## src/rtl/program_ram_pkg.sv

```systemverilog
// Shared definitions for the program_ram block: controller state encoding
// and the default address/data widths.
package program_ram_pkg;

    localparam int ADDR_W = 8;
    localparam int DATA_W = 8;

    typedef enum logic [1:0] {
        ST_IDLE = 2'd0,
        ST_LOAD = 2'd1,
        ST_RUN  = 2'd2
    } state_t;

endpackage : program_ram_pkg

```

## src/rtl/program_ram_ram_array.sv

```systemverilog
// Byte-wide storage: one synchronous write port, one asynchronous read port.
// Contents are intentionally not reset so a loaded image survives rst_n.
module ram_array #(
    parameter int ADDR_W = 8,
    parameter int DATA_W = 8
) (
    input  logic              clk,
    input  logic              we,
    input  logic [ADDR_W-1:0] waddr,
    input  logic [DATA_W-1:0] wdata,
    input  logic [ADDR_W-1:0] raddr,
    output logic [DATA_W-1:0] rdata
);

    logic [DATA_W-1:0] r_mem [2**ADDR_W];

    // NOTE: storage arrays get no reset branch; resetting them would turn the
    // array into a huge flop bank and would also destroy the loaded image.
    always_ff @(posedge clk) begin
        if (we) begin
            r_mem[waddr] <= wdata;
        end
    end

    // Reads see the old word until the write edge.
    assign rdata = r_mem[raddr];

endmodule : ram_array

```

## src/rtl/program_ram.sv

```systemverilog
// Program/data RAM with a host-side image loader that holds the CPU stalled
// until the image is in, plus a running byte checksum of the load.
module program_ram
    import program_ram_pkg::*;
#(
    parameter int ADDR_W = program_ram_pkg::ADDR_W,
    parameter int DATA_W = program_ram_pkg::DATA_W
) (
    input  logic              clk,
    input  logic              rst_n,
    input  logic [ADDR_W-1:0] ram_addr,
    input  logic [DATA_W-1:0] ram_data,
    input  logic              ram_rw,
    output logic [DATA_W-1:0] ram_out,
    output logic              cpu_hold,
    input  logic              load_start,
    input  logic              run_req,
    input  logic [ADDR_W-1:0] load_len,
    input  logic              load_valid,
    input  logic [DATA_W-1:0] load_data,
    output logic              load_ready,
    output logic              load_done,
    output logic [DATA_W-1:0] load_sum,
    output logic [ADDR_W-1:0] load_ptr
);

    state_t            r_state;
    state_t            w_next;
    logic [ADDR_W-1:0] r_ptr;
    logic [ADDR_W-1:0] r_len;
    logic [DATA_W-1:0] r_sum;
    logic              r_done;
    logic              r_hold;
    logic              r_ready;

    logic              w_accept;
    logic              w_last;
    logic              w_clear;
    logic              w_we;
    logic [ADDR_W-1:0] w_waddr;
    logic [DATA_W-1:0] w_wdata;

    // A length of 0 means full depth: the last index is then 2^ADDR_W-1.
    assign w_accept = (r_state == ST_LOAD) && load_valid;
    assign w_last   = w_accept && (r_ptr == (r_len - ADDR_W'(1)));
    assign w_clear  = load_start && (r_state != ST_LOAD);

    // NOTE: every signal assigned here gets a default first, so no path can
    // leave it unassigned and infer a latch.
    always_comb begin
        w_next = r_state;
        unique case (r_state)
            ST_IDLE: begin
                if (load_start) begin
                    w_next = ST_LOAD;
                end else if (run_req) begin
                    w_next = ST_RUN;
                end
            end
            ST_LOAD: begin
                if (w_last) begin
                    w_next = ST_RUN;
                end
            end
            ST_RUN: begin
                if (load_start) begin
                    w_next = ST_LOAD;
                end
            end
            default: w_next = ST_IDLE;
        endcase
    end

    // NOTE: state registers use non-blocking assignments so every flop
    // samples pre-edge values regardless of statement order.
    always_ff @(posedge clk or negedge rst_n) begin
        if (!rst_n) begin
            r_state <= ST_IDLE;
            r_ptr   <= '0;
            r_len   <= '0;
            r_sum   <= '0;
            r_done  <= 1'b0;
            r_hold  <= 1'b1;
            r_ready <= 1'b0;
        end else begin
            r_state <= w_next;
            r_done  <= w_last;
            r_hold  <= (w_next != ST_RUN);
            r_ready <= (w_next == ST_LOAD);
            if (w_clear) begin
                r_ptr <= '0;
                r_sum <= '0;
                r_len <= load_len;
            end else if (w_accept) begin
                r_ptr <= r_ptr + ADDR_W'(1);
                r_sum <= r_sum + load_data;
            end
        end
    end

    // Loader owns the write port in LOAD; the CPU only writes in RUN.
    assign w_we    = w_accept || ((r_state == ST_RUN) && ram_rw);
    assign w_waddr = w_accept ? r_ptr     : ram_addr;
    assign w_wdata = w_accept ? load_data : ram_data;

    ram_array #(
        .ADDR_W (ADDR_W),
        .DATA_W (DATA_W)
    ) u_ram_array (
        .clk   (clk),
        .we    (w_we),
        .waddr (w_waddr),
        .wdata (w_wdata),
        .raddr (ram_addr),
        .rdata (ram_out)
    );

    assign cpu_hold   = r_hold;
    assign load_ready = r_ready;
    assign load_done  = r_done;
    assign load_sum   = r_sum;
    assign load_ptr   = r_ptr;

endmodule : program_ram

```

## config.mk

```make
export PLATFORM = sky130hd
export DESIGN_NAME = program_ram
export DESIGN_NICKNAME = d
export VERILOG_FILES = /design/src/rtl/program_ram_pkg.sv /design/src/rtl/program_ram_ram_array.sv /design/src/rtl/program_ram.sv
export SDC_FILE = /design/constraint.sdc
export NUM_CORES = 2
export LEC_CHECK = 0
export ABC_AREA = 1
export BUFFER_PORTS_ARGS = -buffer_cell sky130_fd_sc_hd__buf_2
export CAP_MARGIN = 40
export CORE_MARGIN = 2
export CORE_UTILIZATION = 40
export CTS_CLUSTER_DIAMETER = 30
export CTS_CLUSTER_SIZE = 24
export DETAILED_ROUTE_END_ITERATION = 10
export PLACE_DENSITY_LB_ADDON = 0.12
export SETUP_SLACK_MARGIN = 0.05
export SLEW_MARGIN = 25
export SYNTH_ARGS = -nofsm -noshare
export SYNTH_HDL_FRONTEND = slang
export SYNTH_HIERARCHICAL = 1
export SYNTH_SLANG_ARGS = --single-unit
export TNS_END_PERCENT = 100
```

## constraint.sdc

```tcl
create_clock -name clk -period 26.8 [get_ports clk]
set_clock_uncertainty 0.1 [all_clocks]
set_input_delay 2.68 -clock clk [delete_from_list [all_inputs] [get_ports clk]]
set_output_delay 2.68 -clock clk [all_outputs]
set_load 0.01 [all_outputs]
```

# Word-level counts from Yosys, hierarchy flattened
# Memory sizes are Yosys's and may differ from the RTL's.
# Index checks and enable logic that the tools add are counted.
# Widths: inputs -> output; s select.
# totals
regBits,29
mem_bits_rw,2048
in_bits,38
output_inout_bits,27
word_cells,37
n_memories,1
# memory_table
memory,depth,word_bits,rd,rd_clocked_by_memory_dff,wr,line_no,rtl
u_ram_array.r_mem,256,8,1,0,1,program_ram_ram_array.sv:15,logic [DATA_W-1:0] r_mem [2**ADDR_W];
# op_classes
addsub,3
eq_ne,6
n_mux,13
reduce_logical,7
# ops
op,n
$mux 8,6
$add 8x1->8 const B,1
$add 8x8->8,1
$eq 8x8->1,1
$mux 2,4
$sub 8x1->8 const B,1
$pmux 2 s3,1
$eq 2x1->1 const B,2
$logic_and 1x1->1,4
$eq 2x2->1 const B,1
$logic_not 2->1,1
$mux 1,2
$ne 2x1->1 const B,1
$ne 2x2->1 const B,1
$reduce_bool 2->1,1
$logic_or 1x1->1,1

# Logic depth before layout (Yosys ltp)
# logic_depth
depth_word,6
ltp_mapped,15
ltp_nobuf,12

# By module
# Netlist, hierarchy kept.
# modules_own_cells
mod,instances,cells_per_inst,area_each_um2,seq_area_each_um2
ram_array,1,6995,83236.1,61499.0
program_ram,1,284,1969.4,726.9

# Worst setup path before layout
# Ideal clock, no wire load.
# synth_path
kind,in2reg
start,input port load_valid
end,memory u_ram_array.r_mem[0][1] (data pin)
setup_ps,2188
arrival_time_ps,12900
t_required_ps,24512
path_slack_ps,11612
cell_stages,3
n_path_buf,1
path_cell_list,nand3_4 > clkbuf_1 > o21ai_0
# synth_between
elab_chain_cells,2
# synth_lines
item,line_no,rtl
start: declaration,program_ram.sv:19,"input logic load_valid,"
$logic_and 1x1->1,program_ram.sv:44,assign w_accept = (r_state == ST_LOAD) && load_valid;
$mux 8,program_ram.sv:104,assign w_wdata = w_accept ? load_data : ram_data;
net w_wdata[1],program_ram.sv:41,logic [DATA_W-1:0] w_wdata;
end: declaration,program_ram_ram_array.sv:15,
# The timed path passes the listed nets, and every way through them passes these cells.

# Worst setup path in the final report
# layout_path
start,input port ram_addr[1]
end,output port ram_out[6]
# layout_between
elab_chain_cells,1
# layout_lines
item,line_no,rtl
start: declaration,program_ram.sv:11,"input logic [ADDR_W-1:0] ram_addr,"
$mem_v2 256x8,--,
end: declaration,program_ram.sv:14,"output logic [DATA_W-1:0] ram_out,"
# Every way passes these cells.

==> results.md <==
* Part of the power in registers at 0.370
* Gr usage total at 0.236
* DRT iter0 DRCs at 6274
* Buffers & Inverters on Critical Path at 6
* Sink Count at 2077
* Worst r2r src: r_state[1]$_DFF_PN0_
* Part of the Yosys area used for sequential elements at 0.730
* CTS tree: yes
* DR vias at 58.3k
* Num CTS Buffers at 471
* Power share of the combinational group at 0.094
* Cells after Synth at 7279
* Slew margin rel. at 0.124
* DRT Pass-1 Iters at 5
* Grt met1 use at 0.334
* Synthesis Warnings at 6
* Tcrit/Tclk final at 0.397
* Setup-failing EPs final at 0
* Worst EP arrival at 7.86 ns
* Status: finished clean
* Root Buffer: clkbuf_16
* Setup crit start kind: input pin
* Largest area contributor in the netlist: edfxtp_1
* # hold bufs at CTS at 0
* Final nets at 7618
* Port Buffers at 64
* Multi-input logic area at 0.0203 mm²
* Width of the die at 466 µm
* Clock tree buffer depth at 4
* Post-CTS setup buffer count at 0
* Commonest non-fill, non-tap cell in the layout: nand2_1
* I/O pins at 65
* Starting Density at 0.402
* Worst Max-Slew Pin Slew at 1.31 ns
* Worst Hold End: r_len[7]$_DFFE_PN0P_
* Die height at 466 µm
* Largest net degree at the start of global routing at 207
* Pwr/cell area at 100 mW/mm²
* Mapped Nets at 7327
* Met3 GRT Util at 0.0508
* Met2 Resource Use GR at 0.360
* Post-synth design cell area at 0.0852 mm²
* CP cell instances: buf_8, inv_8, buf_12, buf_4, buf_4, nand3_1, nand3_1, nand3_1, nand3_1, nand3_1, nand3_1, nand2_1, nand2_1, nand2_1, buf_2
* Fillers at 18.8k
* Synth top area cells: edfxtp_1 72%, nand3_1 12%, nand2_1 9.8%
* CP required at 24.02 ns
* Core box area at 0.212 mm²
* DRC at 0
* RSZ-0062 raised after global routing: no
* Min cycle time layout at 10.64 ns
* Max Cap Viol at 0
* Delay-heaviest family, CP: buffers and inverters
* Synth Flop Type: edfxtp_1
* Register area at 0.0622 mm²
* Layout cells sized above 1 at 0.134
* Kind of critical path: input pin to primary output
* Crit-path max cell delay at 0.78 ns
* Vias in the first global route at 56.5k
* Worst-Skew Late Latency at 0.93 ns
* Crit end category: primary output
* Min-delay src: r_len[7]$_DFFE_PN0P_
* Via density at 5.41
* Pins Over Slew Limit at 0
* Syn avg cell area at 11.7 µm²
* Sw Pwr at 2.57 mW
* Proportion of netlist area held by the largest area contributor at 0.722
* Worst-path maximum fanout at 164
* Hold Violations, Final at 0
* Fin util at 0.495
* Initial antenna violation count at 12
* ANT nets after route at 0
* Setup_tns at 0 ns
* Cts repair resizes at 0
* Flops & latches, synth at 2077
* R2r setup slk at 22.46 ns
* Overflow after GRT at 0
* EDFF count, synth at 2048
* Hold path depth at 2
* Row count at 169
* Slowest-stage cell, CP: buf_4
* Unique masters post-synth at 34
* CTS HTree Levels at 5
* RR Endpoint: u_ram_array/r_mem[64][6]$_DFFE_PP_
* Post-synth ARST share at 0.0140
* Worst-case reg-to-reg path depth at 10
* Area Overhead vs Synth at 23.0%
* Crit path top cell by count: nand3_1
* VDD IR-drop max at 109 µV
* Post-DP HPWL at 144000 µm
* Sw frac at 0.245
* Leakage at 38.0 nW
* Most frequent cells in the layout: 2212 x nand2_1, 2048 x edfxtp_1, 2033 x nand3_1
* Post-DR wirelength/cell at 24.2 µm
* Max frequency at 0.0940 GHz
* Clock slew at reported path FFs at 0.04 ns
* Final RePlAce weighted congestion at 0.813
* Internal power component at 7.93 mW
* Clk pwr share at 0.536
* Hold WC Path Type: flop to flop
* Global route hottest layer: met2
* WL final at 261000 µm
* Die ar. at 0.217 mm²
* First-pass GRT wire length at 382000 µm
-- state kept, by name, summed over array words and instances (netlist names) --
register           cells
cpu_hold               1
load_done              1
load_ptr               8
load_ready             1
load_sum               8
r_len                  8
r_state                2
u_ram_array/r_mem   2048
-- metal layers --
metal	routed length, µm	up-vias
li1	-	26600
met1	114000	29000
met2	119000	2280
met3	20200	462
met4	7820	6
met5	35	-
-- area by class of cell --
cell class,instances,share of cell area
Sequential cell,2077,0.594
Multi-Input combinational cell,4639,0.194
Tap cell,2821,0.0337
Clock inverter,325,0.0336
Timing Repair Buffer,306,0.0265
Antenna cell,3,0.0000716
Clock buffer,531,0.116
Inverter,75,0.00303
-- how the worst max path moves through the flow --
| stage | from | slack, ns | end | cells after the start |
|---|---|---|---|---|
| floorplan | load_valid | 11.61 | u_ram_array/r_mem[0][1]$_DFFE_PP_ | 3 |
| global placement | ram_addr[0] | 16.05 | ram_out[3] | 16 |
| detailed placement | ram_addr[0] | 15.93 | ram_out[3] | 17 |
| CTS | ram_addr[0] | 15.92 | ram_out[3] | 17 |
| global route | ram_addr[0] | 16.18 | ram_out[3] | 17 |
| finish | ram_addr[1] | 16.16 | ram_out[6] | 15 |
-- power groups by stage --
stage                     Combinational (mW)  Clock, mW  Sequential, mW
after floorplan                        0.485          0            4.04
after global placement                 0.932          0            3.95
after detailed placement               0.962          0            3.94
after CTS                              0.964       5.69            3.89
after global routing                    1.06       5.86            3.89
final                                  0.984       5.63            3.89
-- cells in the mapped netlist, drive strengths merged, types with 2 or more instances --
cell / n
a21o: 2
a21oi: 8
buf: 374
clkbuf: 114
dfrtp: 28
edfxtp: 2048
ha: 9
inv: 75
nand2: 2235
nand3: 2035
nor2: 303
nor3: 7
o21ai: 23
o22ai: 2
xnor2: 2
xor2: 7
-- tightest hold or removal path, stage by stage, from the launching register on --
cell     delay [ns]
dfrtp_1        0.35
nand2_1        0.06
nand2_1        0.06
-- cell families (layout without fill, tap and decap cells) --
| group | after synthesis | in the layout | synth area share |
|---|---|---|---|
| AND/OR/NAND/NOR | 4583 | 4583 | 0.232 |
| adder cells (fa/ha/maj) | 10 | 10 | 0.00156 |
| AO/OA/AOI/OAI | 37 | 37 | 0.00232 |
| other | 0 | 3 | 0 |
| XOR/XNOR | 9 | 9 | 0.000925 |
| buffers and inverters | 563 | 1237 | 0.0325 |
| flip-flops | 2077 | 2077 | 0.730 |
-- per-stage QoR --
stage	hold WS, ns	std cells	worst slack [ns]	instance area [µm²]	power (mW)
after detailed placement	0.388	9842	15.93	88300	4.91
after global placement	0.387	9761	16.05	87500	4.88
final	0.396	10800	16.16	105000	10.5
after global routing	0.423	10800	16.18	105000	10.8
after floorplan	0.368	7279	11.61	85200	4.52
after CTS	0.399	10700	15.92	104000	10.5
Note: power is estimated with default switching activity, not from simulation.
